$ cat config.mk
export PLATFORM = sky130hd
export DESIGN_NAME = hex2bcd_seq_flat
export DESIGN_NICKNAME = d
export VERILOG_FILES = /design/src/rtl/hex2bcd_if.sv /design/src/rtl/hex2bcd_seq.sv /design/src/flat_wrapper.sv
export SDC_FILE = /design/constraint.sdc
export NUM_CORES = 1
export LEC_CHECK = 0
export CORE_ASPECT_RATIO = 1.4
export CORE_UTILIZATION = 38
export DETAILED_ROUTE_END_ITERATION = 16
export GPL_TIMING_DRIVEN = 1
export PLACE_DENSITY = 0.64
export SLEW_MARGIN = 20
export SYNTH_ARGS = -nofsm -noshare
export SYNTH_HDL_FRONTEND = slang
export SYNTH_SLANG_ARGS = --single-unit
$ cat constraint.sdc
create_clock -name clk -period 2.6 [get_ports clk]
set_input_delay 0.52 -clock clk [delete_from_list [all_inputs] [get_ports clk]]
set_output_delay 0.52 -clock clk [all_outputs]
set_load 0.005 [all_outputs]
$ cat src/rtl/hex2bcd_if.sv
// Handshake/result bundle for the iterative binary-to-BCD converter.
//   start  : request conversion of bin (master -> converter)
//   bin    : unsigned binary value, BIN_W bits (master -> converter)
//   busy   : conversion in progress (converter -> master)
//   done   : one-cycle completion pulse (converter -> master)
//   bcd    : packed BCD result, digit 0 in bcd[3:0] (converter -> master)
//   ovf    : result saturated to all nines (converter -> master)
//   blank  : leading-zero mask, 1 = digit blank (converter -> master)
// The converter uses the slave modport, the requester the master modport.
interface hex2bcd_if #(
  parameter int BIN_W  = 32,
  parameter int DIGITS = 8
);
  logic                  start;
  logic [BIN_W-1:0]      bin;
  logic                  busy;
  logic                  done;
  logic [4*DIGITS-1:0]   bcd;
  logic                  ovf;
  logic [DIGITS-1:0]     blank;

  modport master (
    output start, bin,
    input  busy, done, bcd, ovf, blank
  );

  modport slave (
    input  start, bin,
    output busy, done, bcd, ovf, blank
  );
endinterface

$ cat src/rtl/hex2bcd_seq.sv
// Iterative binary-to-BCD converter (shift-and-add-3 / double dabble).
// One input bit is consumed per clock, so a conversion takes BIN_W cycles
// in SHIFT followed by a one-cycle done pulse. Results saturate to all
// nines when the value does not fit in DIGITS decimal digits.
// Ports:
//   clk : system clock, rising edge
//   rst : synchronous active-high reset, aborts any conversion
//   bus : hex2bcd_if slave modport (start/bin in; busy/done/bcd/ovf/blank out)
// Parameters:
//   BIN_W  : binary input width (4..64)
//   DIGITS : BCD digits produced (1..16)
// Configuration macro:
//   HEX2BCD_BLANK_EN : when defined, blank carries the leading-zero mask;
//                      otherwise blank is tied to zero.
module hex2bcd_seq #(
  parameter int BIN_W  = 32,
  parameter int DIGITS = 8
) (
  input  logic      clk,
  input  logic      rst,
  hex2bcd_if.slave  bus
);
  localparam int BCD_W = 4 * DIGITS;
  localparam int CNT_W = $clog2(BIN_W + 1);
  localparam logic [CNT_W-1:0] LAST_CNT  = CNT_W'(BIN_W - 1);
  localparam logic [BCD_W-1:0] ALL_NINES = {DIGITS{4'h9}};

  typedef enum logic [1:0] {IDLE, SHIFT, DONE} state_t;

  state_t             state_q, state_d;
  logic [BIN_W-1:0]   bin_q, bin_d;
  logic [BCD_W-1:0]   scratch_q, scratch_d;
  logic               sticky_q, sticky_d;
  logic [CNT_W-1:0]   cnt_q, cnt_d;
  logic               done_q, done_d;
  logic [BCD_W-1:0]   bcd_q, bcd_d;
  logic               ovf_q, ovf_d;
  logic [BCD_W-1:0]   adjusted;
  logic               accept;

  // start is only honoured when no conversion is running
  assign accept = bus.start && (state_q != SHIFT);

  // Add-3 correction: any digit >= 5 would become >= 10 after doubling,
  // so it is pre-biased to carry correctly into the next digit.
  always_comb begin
    adjusted = scratch_q;
    for (int i = 0; i < DIGITS; i++) begin
      if (scratch_q[4*i +: 4] >= 4'd5) begin
        adjusted[4*i +: 4] = scratch_q[4*i +: 4] + 4'd3;
      end
    end
  end

  always_comb begin
    state_d   = state_q;
    bin_d     = bin_q;
    scratch_d = scratch_q;
    sticky_d  = sticky_q;
    cnt_d     = cnt_q;
    done_d    = 1'b0;
    bcd_d     = bcd_q;
    ovf_d     = ovf_q;
    case (state_q)
      IDLE, DONE: begin
        if (accept) begin
          state_d   = SHIFT;
          bin_d     = bus.bin;
          scratch_d = '0;
          sticky_d  = 1'b0;
          cnt_d     = '0;
        end else begin
          state_d = IDLE;
        end
      end
      SHIFT: begin
        // {scratch, bin} shifts left; the bit leaving the top digit means
        // the value no longer fits and is remembered until completion
        scratch_d = {adjusted[BCD_W-2:0], bin_q[BIN_W-1]};
        bin_d     = {bin_q[BIN_W-2:0], 1'b0};
        sticky_d  = sticky_q | adjusted[BCD_W-1];
        cnt_d     = cnt_q + 1'b1;
        if (cnt_q == LAST_CNT) begin
          state_d = DONE;
          done_d  = 1'b1;
          ovf_d   = sticky_d;
          bcd_d   = sticky_d ? ALL_NINES : scratch_d;
        end
      end
      default: state_d = IDLE;
    endcase
  end

  always_ff @(posedge clk) begin
    if (rst) begin
      state_q   <= IDLE;
      bin_q     <= '0;
      scratch_q <= '0;
      sticky_q  <= 1'b0;
      cnt_q     <= '0;
      done_q    <= 1'b0;
      bcd_q     <= '0;
      ovf_q     <= 1'b0;
    end else begin
      state_q   <= state_d;
      bin_q     <= bin_d;
      scratch_q <= scratch_d;
      sticky_q  <= sticky_d;
      cnt_q     <= cnt_d;
      done_q    <= done_d;
      bcd_q     <= bcd_d;
      ovf_q     <= ovf_d;
    end
  end

`ifdef HEX2BCD_BLANK_EN
  logic [DIGITS-1:0] blank_q, blank_d;

  // A digit is blank when it and every digit above it are zero; digit 0
  // is never blank so a zero result still shows one "0".
  function automatic logic [DIGITS-1:0] leading_mask(input logic [BCD_W-1:0] value);
    logic [DIGITS-1:0] mask;
    logic              any_nz;
    mask   = '0;
    any_nz = 1'b0;
    for (int i = DIGITS - 1; i >= 1; i--) begin
      any_nz  = any_nz | (|value[4*i +: 4]);
      mask[i] = ~any_nz;
    end
    return mask;
  endfunction

  always_comb begin
    blank_d = blank_q;
    if (done_d) begin
      blank_d = ovf_d ? '0 : leading_mask(bcd_d);
    end
  end

  always_ff @(posedge clk) begin
    if (rst) begin
      blank_q <= '0;
    end else begin
      blank_q <= blank_d;
    end
  end

  assign bus.blank = blank_q;
`else
  assign bus.blank = '0;
`endif

  assign bus.busy = (state_q == SHIFT);
  assign bus.done = done_q;
  assign bus.bcd  = bcd_q;
  assign bus.ovf  = ovf_q;
endmodule
$ cat src/flat_wrapper.sv
// flat-port wrapper written by rule: the top's interface ports become plain ports
module hex2bcd_seq_flat 
#(
  parameter int BIN_W  = 32,
  parameter int DIGITS = 8
)
  (clk, rst, bus_start, bus_bin, bus_busy, bus_done, bus_bcd, bus_ovf, bus_blank);
  hex2bcd_if #(.BIN_W(BIN_W), .DIGITS(DIGITS)) bus_i ();
  input  logic clk;
  input  logic rst;
  input wire logic [$bits(bus_i.start)-1:0] bus_start;
  input wire logic [$bits(bus_i.bin)-1:0] bus_bin;
  output wire logic [$bits(bus_i.busy)-1:0] bus_busy;
  output wire logic [$bits(bus_i.done)-1:0] bus_done;
  output wire logic [$bits(bus_i.bcd)-1:0] bus_bcd;
  output wire logic [$bits(bus_i.ovf)-1:0] bus_ovf;
  output wire logic [$bits(bus_i.blank)-1:0] bus_blank;
  assign bus_i.start = bus_start;
  assign bus_i.bin = bus_bin;
  assign bus_busy = bus_i.busy;
  assign bus_done = bus_i.done;
  assign bus_bcd = bus_i.bcd;
  assign bus_ovf = bus_i.ovf;
  assign bus_blank = bus_i.blank;
  hex2bcd_seq #(.BIN_W(BIN_W), .DIGITS(DIGITS)) u_core (.clk(clk), .rst(rst), .bus(bus_i));
endmodule
; Yosys cells after proc, flatten, opt, wreduce, memory -nomap -nowiden
; Cells that the tools add are included.
[word_totals]
out_inout_bits = 43
in_bits = 35
word_cells = 61
reg_bits = 107
[op_classes]
n_reduce_logical = 7
order_cmp = 8
muxes = 21
n_addsub = 9
bitwise_logic = 2
eq_ne = 6
[op_table]
columns = cell, n
row1 = $pmux 32 s2, 2
row2 = $mux 32, 3
row3 = $add 4x2->4 const B, 8
row4 = $ge 4x3->1 const B, 8
row5 = $mux 4, 8
row6 = $pmux 6 s2, 1
row7 = $add 6x1->6 const B, 1
row8 = $eq 6x5->1 const B, 1
row9 = $mux 6, 1
row10 = $ne 2x1->1 const B, 3
row11 = $pmux 2 s2, 1
row12 = $reduce_and 2->1, 2
row13 = $reduce_or 2->1, 2
row14 = $mux 1, 3
row15 = $eq 2x1->1 const B, 1
row16 = $eq 2x2->1 const B, 1
row17 = $logic_not 2->1, 1
row18 = $mux 2, 1
row19 = $pmux 1 s2, 1
row20 = $reduce_bool 2->1, 1
row21 = $logic_and 1x1->1, 1
row22 = $not 1->1, 1
row23 = $or 1x1->1, 1

; Depth between registers and ports, before layout
[depth]
word_depth = 4
mapped_depth = 8
mapped_depth_nobuf = 6

; Worst setup path before layout
; No wires, ideal clock.
[synth_path]
kind = register to register
from = register u_core.scratch_q[28]
to = register u_core.bcd_q[3] (netlist: u_core.bus.bcd[3])
required_ps = 2466
path_slack_ps = 914
setup_ps = 134
stages_incl_launch_ff = 8
path_buffers = 1
period_less_slack_ps = 1686
arrival_time_ps = 1552
path_cell_list = dfxtp_1 -> inv_1 -> ha_1 -> nor2b_1 -> nor3_2 -> nor4_4 -> buf_4 -> a211oi_1
[synth_between]
elab_chain_len = 4
elab_cells_between_ends = 5
classes_between = add/sub (1) / order compare (1) / mux (2) / bitwise (1)
[synth_lines]
columns = element, line_no
row1 = from (decl), hex2bcd_seq.sv:32  ; logic [BCD_W-1:0] scratch_q, scratch_d;
row2 = from (signal assigned), hex2bcd_seq.sv:107  ; scratch_q <= scratch_d;
row3 = $add 4x2->4 / $ge 4x3->1 (equally long branches), "hex2bcd_seq.sv:50, hex2bcd_seq.sv:49"
row4 = $mux 4 *, hex2bcd_seq.sv:49  ; if (scratch_q[4*i +: 4] >= 4'd5) begin
row5 = $or 1x1->1 *, hex2bcd_seq.sv:81  ; sticky_d = sticky_q | adjusted[BCD_W-1];
row6 = $mux 32 *, hex2bcd_seq.sv:87  ; bcd_d = sticky_d ? ALL_NINES : scratch_d;
row7 = to (signal assigned), hex2bcd_seq.sv:102  ; bcd_q <= '0;
row8 = to (signal assigned), hex2bcd_seq.sv:111  ; bcd_q <= bcd_d;
row9 = to (decl), hex2bcd_seq.sv:36  ; logic [BCD_W-1:0] bcd_q, bcd_d;
; Every way passes the cells marked *; elsewhere a longest branch is shown, timed or not.
; A chain may end at the register's enable or synchronous reset.

; Worst setup path in the final report
[layout_path]
from = register u_core.scratch_q[28]
to = register u_core.bcd_q[2] (netlist: u_core.bus.bcd[2])
; Same word-level chain as after synthesis.

==> metrics.md <==
| Metric | Value |
|---|---|
| Postcts setup bufs | `0` |
| Crit-path cells | `inv_1 > ha_1 > nor2b_1 > nor3_2 > o32ai_1 > buf_4 > a21boi_1` |
| DR vias | `about 4500` |
| Clock share of power | `41.1%` |
| Die area | `13780 µm²` |
| Global-route wire length before repair | `between 15 and 20 mm` |
| Critical path peak fanout | `11` |
| Switching Power | `about 760 µW` |
| Net count reported at finish | `about 720` |
| Post_cts resized | `0` |
| Reg clk slew, reported paths | `approximately 0.070 ns` |
| Setup ws final | `about 0.59 ns` |
| Fin Setup TNS | `0 ns` |
| CTS tree | `built` |
| Sequential Power Share | `between 50% and 60%` |
| Cell Pwr Density | `between 500 and 600 nW/µm²` |
| Synth async-reset ratio | `0%` |
| Hold Slack | `0.4551 ns` |
| Area Overhead vs Synth | `21.20%` |
| Finished Cell Area | `between 6000 and 7000 µm²` |
| Final Max Tran Viols | `0` |
| Slew @ Worst Pin | `0.5474 ns` |
| Crit path kind | `register to register` |
| Hold Buf Count CTS | `0` |
| Most numerous cell in the Yosys netlist | `dfxtp_1` |
| Worst r2r src | `u_core.scratch_q[28]$_SDFFE_PP0P_` |
| Switching Fraction | `between 20% and 30%` |
| Routed wl met2 | `~5.9 mm` |
| Max Cap Viol | `0` |
| Leakage | `0.002007 µW` |
| Post-DP Area | `roughly 5800 µm²` |
| Post-Route Skew | `0.005861 ns` |
| Crit-path slowest cell | `o32ai_1` |
| Sequential fraction of the synthesis area | `between 40 and 50%` |
| Highest Signal Layer | `met4` |
| Synth top area cells | `dfxtp_1 42%, nand2_1 7.2%, a21oi_1 6.3%, a22oi_1 5.0%, a211oi_1 4.6%` |
| CP endpoint kind | `register` |
| Final Hold Vio Count | `0` |
| Worst Setup EP | `u_core.bus.bcd[2]$_SDFFE_PP0P_` |
| Synth cell types | `39` |
| Share of post-route cells with drive strength above 1 | `under 10%` |
| Row cnt | `49` |
| Crit path largest cell delay | `around 0.48 ns` |
| M1 WL | `between 5 and 6 mm` |
| H-tree level count | `3` |
| Fin crit period | `2.012 ns` |
| Total iterations of the first detailed-routing run | `4` |
| Diode count | `0` |
| Core area | `roughly 13000 µm²` |
| Clk buf depth | `2` |
| Logic pwr share | `7.7%` |
| Initial drt markers | `between 200 and 250` |
| Area fraction of the dominant cell type after synthesis | `approximately 42%` |
| R2R Setup Slk | `around 0.6 ns` |
| Initial antenna violation count | `0` |
| Routed length on met3 | `around 530 µm` |
| Grt ovf | `0` |
| Final setup fails | `0` |
| Pre-CTS WS | `0.5303 ns` |
| CP Data Required Time | `between 2 and 3 ns` |
| Input/output buffers | `69` |
| Initial core utilization | `39.09%` |
| Ys Warns | `0` |
| Worst Hold Class | `register to register` |
| Vias in the first global route | `4122` |
| Post-synth top area cell | `dfxtp_1` |
| Final core occ | `~47%` |
| Cells after Synth | `just over 600` |
| GRT Util Overall | `17.45%` |
| Synthesized area | `around 5100 µm²` |
| Synth cell count leaders | `107 x dfxtp_1, 97 x nand2_1, 64 x a21oi_1` |
| Clk Latency, worst-skew pair | `~0.35 ns` |
| Root buf cell | `clkbuf_16` |
| Final worst path period share | `77.37%` |
| Max-slew headroom | `between 60% and 70%` |
| Post-route ant nets | `0` |
| Post-Route WL | `roughly 12 mm` |
| DPL Wire Length | `between 7 and 8 mm` |
| RePlAce Congestion | `~0.78` |
| CTS Sinks | `around 110` |
| Crit. Startpoint | `u_core.scratch_q[28]$_SDFFE_PP0P_` |
| EDFF count, synth | `0` |
| RSZ-0062 raised after global routing | `no` |
| Internal | `around 2600 µW` |
| TritonCTS buffer count | `9` |
| Fmax | `0.4971 GHz` |
| Outcome | `complete, no violations` |
| Ports | `78` |
| Wire per inst | `roughly 14 µm` |
| Reg2reg path depth | `7` |
| #FFs+latches synth | `about 110` |
| VDD IR-drop max | `approximately 0.3 mV` |
| Via density | `around 5.2` |
| Main synth FF type | `dfxtp_1` |
| Worst Path Arrival | `between 2 and 2.5 ns` |
| DRC viols | `0` |
| Die X | `between 90 and 100 µm` |
| RR Endpoint | `u_core.bus.bcd[2]$_SDFFE_PP0P_` |
| CP Launch Type | `register` |
| Die Ht | `138.5 µm` |
| Largest net degree at the start of global routing | `99` |
| Average size of a mapped cell | `between 8 and 9 µm²` |
-- per-stage QoR --
stage | total power [µW] | cells
2_1_floorplan | 1896 | 628
3_3_place_gp | 1989 | 834
3_5_place_dp | 1996 | 834
4_1_cts | 3367 | 850
5_1_grt | 3459 | 850
6_report | 3317 | 850
-- state kept, by name (all words and copies together) (netlist names) --
name              count
u_core.state_q        2
u_core.cnt_q          6
u_core.bus.bcd       32
u_core.bus.ovf        1
u_core.bin_q         32
u_core.scratch_q     32
u_core.sticky_q       1
u_core.bus.done       1
-- area by class of cell --
class | instances | area, µm²
fillers | 1269 | 6807
flip-flops and latches | 107 | 2142
clock inverters | 5 | 52.55
repair buffers | 80 | 780.7
multi-input cells | 449 | 2614
well taps | 178 | 222.7
clock buffers | 11 | 242.7
inverters | 20 | 75.07
-- layer usage --
layer  track usage [%]  vias up
met1             20.55     2085
met5                 0        -
met2             30.15      100
met3             4.247        8
li1                  -     2263
met4             6.889        0
-- power groups by stage --
stage                     Sequential [µW]  Clock, µW  Combinational, µW
final                                1700       1360                257
after global placement               1730          0                255
after global routing                 1700       1470                284
after detailed placement             1740          0                259
after CTS                            1700       1410                259
after floorplan                      1730          0                166
-- cell usage in the layout (no fill, tap or decap), drive strengths merged, types with 12 or more instances in the layout --
master,synthesis,final
nand2,97,97
a211oi,31,31
a21boi,13,13
buf,23,12
or3,27,27
o21ai,33,33
ha,17,17
dfxtp,107,107
inv,20,20
a22oi,34,34
a21oi,64,64
nor2,46,46
clkdlybuf4s50,0,68
-- cell families (layout without fill, tap and decap cells) --
group	Yosys count	after routing	share of synthesized area (%)
flip-flops	107	107	42.36
AO/OA/AOI/OAI	194	194	24.44
AND/OR/NAND/NOR	228	228	21.80
multiplexers	2	2	0.4453
buffers and inverters	72	116	6.680
other	1	8	0.07415
adder cells (fa/ha/maj)	17	17	4.206
-- worst min path at each step --
stage | startpoint | endpoint | slack, ns | depth (start not counted)
CTS | u_core.bin_q[28]$_SDFFE_PP0P_ | u_core.bin_q[28]$_SDFFE_PP0P_ | 0.46 | 2
detailed placement | u_core.bin_q[28]$_SDFFE_PP0P_ | u_core.bin_q[28]$_SDFFE_PP0P_ | 0.45 | 2
global route | u_core.bin_q[29]$_SDFFE_PP0P_ | u_core.bin_q[29]$_SDFFE_PP0P_ | 0.47 | 2
floorplan | u_core.bin_q[10]$_SDFFE_PP0P_ | u_core.bin_q[10]$_SDFFE_PP0P_ | 0.44 | 2
global placement | u_core.bin_q[29]$_SDFFE_PP0P_ | u_core.bin_q[29]$_SDFFE_PP0P_ | 0.44 | 2
finish | u_core.bus.bcd[5]$_SDFFE_PP0P_ | u_core.bus.bcd[5]$_SDFFE_PP0P_ | 0.46 | 2
-- worst max-delay path, delay by kind of cell, from the launching register on --
family	cells	cell delay, ns
compound gates	2	0.65
flops	1	0.37
simple gates	2	0.36
buf+inv	2	0.35
fa+ha+maj	1	0.21
(Power assumes the default switching activity.)
==> RTL edit 1, RTL diff (same settings) <==
`DIGITS` is set to 8 in 3 places; all go to 10.
--- a/src/rtl/hex2bcd_if.sv
+++ b/src/rtl/hex2bcd_if.sv
@@ -9,7 +9,7 @@
 // The converter uses the slave modport, the requester the master modport.
 interface hex2bcd_if #(
   parameter int BIN_W  = 32,
-  parameter int DIGITS = 8
+  parameter int DIGITS = 10
 );
   logic                  start;
   logic [BIN_W-1:0]      bin;
--- a/src/rtl/hex2bcd_seq.sv
+++ b/src/rtl/hex2bcd_seq.sv
@@ -14,7 +14,7 @@
 //                      otherwise blank is tied to zero.
 module hex2bcd_seq #(
   parameter int BIN_W  = 32,
-  parameter int DIGITS = 8
+  parameter int DIGITS = 10
 ) (
   input  logic      clk,
   input  logic      rst,
--- a/src/flat_wrapper.sv
+++ b/src/flat_wrapper.sv
@@ -2,7 +2,7 @@
 module hex2bcd_seq_flat 
 #(
   parameter int BIN_W  = 32,
-  parameter int DIGITS = 8
+  parameter int DIGITS = 10
 )
   (clk, rst, bus_start, bus_bin, bus_busy, bus_done, bus_bcd, bus_ovf, bus_blank);
   hex2bcd_if #(.BIN_W(BIN_W), .DIGITS(DIGITS)) bus_i ();
Interface: changed (resized bus_bcd and bus_blank); port bits go from 78 to 88. No check against the original RTL was run, so the function may have changed too.
==> RTL edit 1 against the unedited design <==
  * Power grew 41%
  * Maximum frequency is 11% lower
  * Worst setup slack lost 240 ps
  * Sequential cell count rose by 16
  * Sequential power increased by 15%
  * Synthesized area is 16% higher
  * Routed wire length is 20% higher
  * Non-clock buffer count up 7
  * First-iteration DRC count increased by 54%
  * Final area up 20%
  * Highest routed layer unchanged
  * Global-route usage up 0.83 points
  * Utilization rose by 1.3 points
  * Combinational power rose by 6%
  * Critical path type is now flip-flop to output pin
==> RTL edit 1: results (changes against the unedited design) <==
stage	metric	value	unit	change
cts	# resized after CTS	0		unchanged
place	placer's final routability congestion estimate	0.757		-3.5%
power	leakage power total	0.00240	µW	+20%
critical_path	Arrival @ worst endpoint	1730	ps	-560 ps
final_layout	layout cell share with drive strength beyond 1	6.14	%	+0.93 points
routing	DRT Pass-1 Iters	6		+2
final_layout	Fillers	1452		+14%
place	dpl hpwl	9270	µm	+18%
sta	Rel. slew slack	27.5	%	-36 points
logic_synthesis	post-synthesis mux area share	0.384	%	-0.062 points
hold_path	hold crit path type	flip-flop to flip-flop		
place	Port Buf Inserts	77		+12%
cts	Setup Buffers After CTS	0		unchanged
critical_path	FF-to-FF path depth	6		-1
power	Switch Pwr	977	µW	+28%
global_routing	largest net degree at the start of global routing	104		+5.1%
final_layout	fin nets	842		+17%
sta	min Tclk post-route	2250	ps	+240 ps
place	Post-DP Area	0.00671	mm²	+15%
cts	Clk Latency, worst-skew pair	400	ps	+50 ps
critical_path	R2R setup slack	420	ps	-170 ps
global_routing	Tot GR Track Use	18.3	%	+0.83 points
final_layout	n_diodes	0		unchanged
logic_synthesis	sequential area share after synthesis	42.0	%	-0.39 points
routing	initial drt markers	354		+54%
cts	maximum root-to-sink buffer count	2		unchanged
logic_synthesis	yosys warns	0		unchanged
routing	DR WL/cell	14.2	µm	+2.9%
routing	detailed-route via count	5236		+18%
sta	Worst Skew	6.68	ps	+0.823 ps
logic_synthesis	Post-Synth Adder-Cell Area	4.48	%	+0.27 points
cts	root buf cell	clkbuf_16		
hold_path	Worst Hold Path Cells	2		unchanged
cts	clock buffers created by TritonCTS	17		+8
status	status	finished, final reports clean		
cts	H-Tree Level Count	4		+1
logic_synthesis	Synth cell types	37		-5.1%
logic_synthesis	xor and xnor area share after synthesis	0.149	%	+0.15 points
power	Max VDD drop	0.351	mV	+18%
routing	Final ANT Viol Nets	0		unchanged
global_routing	first-pass GRT wire length	23000	µm	+19%
global_routing	vias in the first global route	5020		+22%
cts	clk slew on worst S/H paths	50	ps	-20 ps
logic_synthesis	Post-synth ARST share	0	%	unchanged
place	pre-CTS setup slack	389	ps	-141 ps
logic_synthesis	compound-gate portion of the synthesized area	23.9	%	-0.58 points
logic_synthesis	synth top area cells	dfxtp_1 42%, nand2_1 7.9%, a21oi_1 6.3%		
critical_path	Crit Path Max Fanout	7		-4
logic_synthesis	Synth top cells by count	124 x nand2_1, 123 x dfxtp_1, 74 x a21oi_1, 49 x nor2_1, 42 x a211oi_1		
## RTL edit 1: through the flow
step / hold slack [ps] / std cells
after detailed placement: 450 / 959
after global routing: 476 / 990
after CTS: 458 / 990
after global placement: 445 / 959
final: 453 / 990
after floorplan: 437 / 743
## RTL edit 1: cell type report
cell class                 count  area [µm²]  share of cell area [%]
timing repair buffer          87         856                    11.7
sequential                   123        2460                    33.6
inverter                      24        90.1                    1.23
tap                          192         240                    3.27
clock inverter                 6         108                    1.47
clock buffer                  25         515                    7.03
multi-input combinational    533        3060                    41.8
## RTL edit 1: power groups by stage
stage                     Sequential (µW)  Clock, µW  Combinational (µW)
after global placement               1990          0                 270
after CTS                            1950       2500                 275
after global routing                 1950       2600                 300
after floorplan                      1980          0                 178
after detailed placement             1990          0                 274
final                                1950       2450                 272
## RTL edit 1: path summary, 6_finish.rpt
check,end,startpoint
worst min-delay path,u_core.bus.bcd[5],u_core.bus.bcd[5]
worst max register to register,u_core.bus.bcd[28],u_core.cnt_q[0]
worst min register to register,u_core.bus.bcd[5],u_core.bus.bcd[5]
worst max-delay path,bus_busy,u_core.state_q[0]
## RTL edit 1: layer usage
layer | share of wire (%) | wire [µm] | vias up | GRT usage, %
li1 | - | - | 2640 | -
met1 | 41 | 5770 | 2448 | 19.6
met2 | 52 | 7320 | 131 | 33.5
met3 | 4.5 | 631 | 17 | 4.46
met4 | 2.1 | 299 | 0 | 8.15
met5 | 0 | 0 | - | 0
## RTL edit 1: critical path, stage by stage, from the launching register on
cell and delay (ps):
dfxtp_1 400, nand2b_1 90, inv_1 270, clkdlybuf4s50_1 570
==> RTL edit 2, RTL diff (config.mk and constraints unchanged) <==
Without the edit above. Encoding of `state_t`: now one-hot (3 bits for 3 states).
--- a/src/rtl/hex2bcd_seq.sv
+++ b/src/rtl/hex2bcd_seq.sv
@@ -25,7 +25,7 @@
   localparam logic [CNT_W-1:0] LAST_CNT  = CNT_W'(BIN_W - 1);
   localparam logic [BCD_W-1:0] ALL_NINES = {DIGITS{4'h9}};
 
-  typedef enum logic [1:0] {IDLE, SHIFT, DONE} state_t;
+  typedef enum logic [2:0] {IDLE = 3'b001, SHIFT = 3'b010, DONE = 3'b100} state_t;
 
   state_t             state_q, state_d;
   logic [BIN_W-1:0]   bin_q, bin_d;
Check against the original RTL: no difference found for any inputs over 10 cycles, from zero or initial values and one cycle with rst high; not proved beyond that.
==> RTL edit 2 against the unedited design <==
  * Final area increased by 0.22%
  * Synthesized area decreased by 0.25%
  * Sequential cell count increased by 1
  * Worst setup slack got worse by 340 ps
  * Power increased by 6.8%
  * Die area decreased by 0.24%
  * Routed wire length increased by 2.1%
==> RTL edit 2: results (changes against the unedited design) <==
stage	metric	value	unit	change
critical_path	Arrival @ worst endpoint	1830	ps	-460 ps
critical_path	Crit Path Max Fanout	23		+12
routing	DR WL/cell	14.8	µm	+7.6%
final_layout	Post-Layout Cell Count	806		-5.2%
global_routing	first-pass GRT wire length	19900	µm	+2.9%
power	leakage power total	0.00215	µW	+7.0%
hold_path	Worst Hold Endpoint	u_core.bin_q[29]		
cts	Clk Latency, worst-skew pair	350	ps	about the same
critical_path	FF-to-FF path depth	5		-2
critical_path	CP max stage delay	540	ps	+60 ps
power	Max VDD drop	0.328	mV	+10%
sta	Worst Skew	4.79	ps	-1.07 ps
global_routing	vias in the first global route	4261		+3.4%
critical_path	R2R setup slack	460	ps	-130 ps
routing	DRT Pass-1 Iters	5		+1
place	placed cell count	791		-5.2%
routing	metal2 WL	5940	µm	about the same
logic_synthesis	Post-Synthesis Cells	610		-1.8%
routing	DR WL met3	524	µm	-0.19%
routing	initial drt markers	226		-1.7%
global_routing	grt met2 use	30.8	%	+0.66 points
status	status	finished, final reports clean		
critical_path	r2r endpoint	u_core.bus.bcd[7]		
global_routing	met1 Usage GRT	21.3	%	+0.77 points
critical_path	worst flop-to-flop path startpoint	u_core.state_q[0]		
logic_synthesis	Synth top cells by count	108 x dfxtp_1, 84 x nor2_1, 45 x clkbuf_1, 36 x nand2_1, 31 x nand3_1		
place	dpl hpwl	7670	µm	-2.3%
routing	detailed-route via count	4500		+0.99%
routing	Metal-1 WL	5320	µm	+4.8%
global_routing	Tot GR Track Use	17.8	%	+0.31 points
cts	maximum root-to-sink buffer count	2		unchanged
hold_path	worst hold start	u_core.bin_q[29]		
critical_path	Setup crit end	bus_busy		
final_layout	fin nets	701		-2.5%
hold_path	Worst Hold Path Cells	2		unchanged
logic_synthesis	Synth cell types	40		+2.6%
sta	worst hold slack	458	ps	+3.11 ps
place	Post-DP Area	0.00580	mm²	-0.64%
logic_synthesis	sequential area share after synthesis	42.9	%	+0.50 points
final_layout	n_diodes	0		unchanged
global_routing	largest net degree at the start of global routing	58		-41%
sta	Rel. slew slack	43.5	%	-20 points
global_routing	GR Util met3	3.59	%	-0.66 points
final_layout	layout cell share with drive strength beyond 1	4.90	%	-0.31 points
cts	Setup Buffers After CTS	0		unchanged
critical_path	slowest CP cell	or3b_4		
logic_synthesis	synth top area cells	dfxtp_1 43%, nor2_1 6.3%, ha_1 4.2%		
[RTL edit 2: cell count changes in the layout (fill, tap and decap cells not counted), sizes merged, moves of 21 or more]
cell,unedited run,this run
nand2,97,36
nor2,46,84
a22oi,34,4
nor3,9,30
nand3,0,31
a21oi,64,28
o22ai,0,27
or3,27,2
[RTL edit 2: critical path, delay by kind of cell (launching register included)]
family / cells / cell delay, ps
and+or+nand+nor: 1 / 540
buffers and inverters: 2 / 620
DFF: 1 / 330
[RTL edit 2: report_power, final]
part / total, µW / internal (µW) / switching (µW)
clock: 1550 / 938 / 616
sequential: 1730 / 1710 / 26.7
combinational: 256 / 110 / 146
[RTL edit 2: area by class of cell]
| class | count | area, µm² |
|---|---|---|
| clock buffer | 9 | 225 |
| sequential | 108 | 2160 |
| fill | 1274 | 6730 |
| timing repair buffer | 80 | 796 |
| multi-input combinational | 432 | 2590 |
| clock inverter | 6 | 114 |
| tap | 153 | 191 |
| inverter | 18 | 67.6 |
[RTL edit 2: cell families (layout without fill, tap and decap cells)]
| group | after synthesis | after routing | share of synthesized area (%) |
|---|---|---|---|
| DFF | 108 | 108 | 42.9 |
| buffers and inverters | 77 | 113 | 6.70 |
| other | 1 | 8 | 0.0743 |
| and+or+nand+nor | 236 | 236 | 22.6 |
| adders and majority gates | 17 | 17 | 4.22 |
| AOI/OAI and AO/OA | 170 | 170 | 23.4 |
| xor gates and xnor gates | 1 | 1 | 0.174 |
[RTL edit 2: per-stage QoR]
stage               utilization (%)  setup slack [ps]
detailed placement             45.0               191
finish                         47.7               248
global route                   47.7               190
CTS                            47.7               235
global placement               45.0               218
floorplan                         -               558
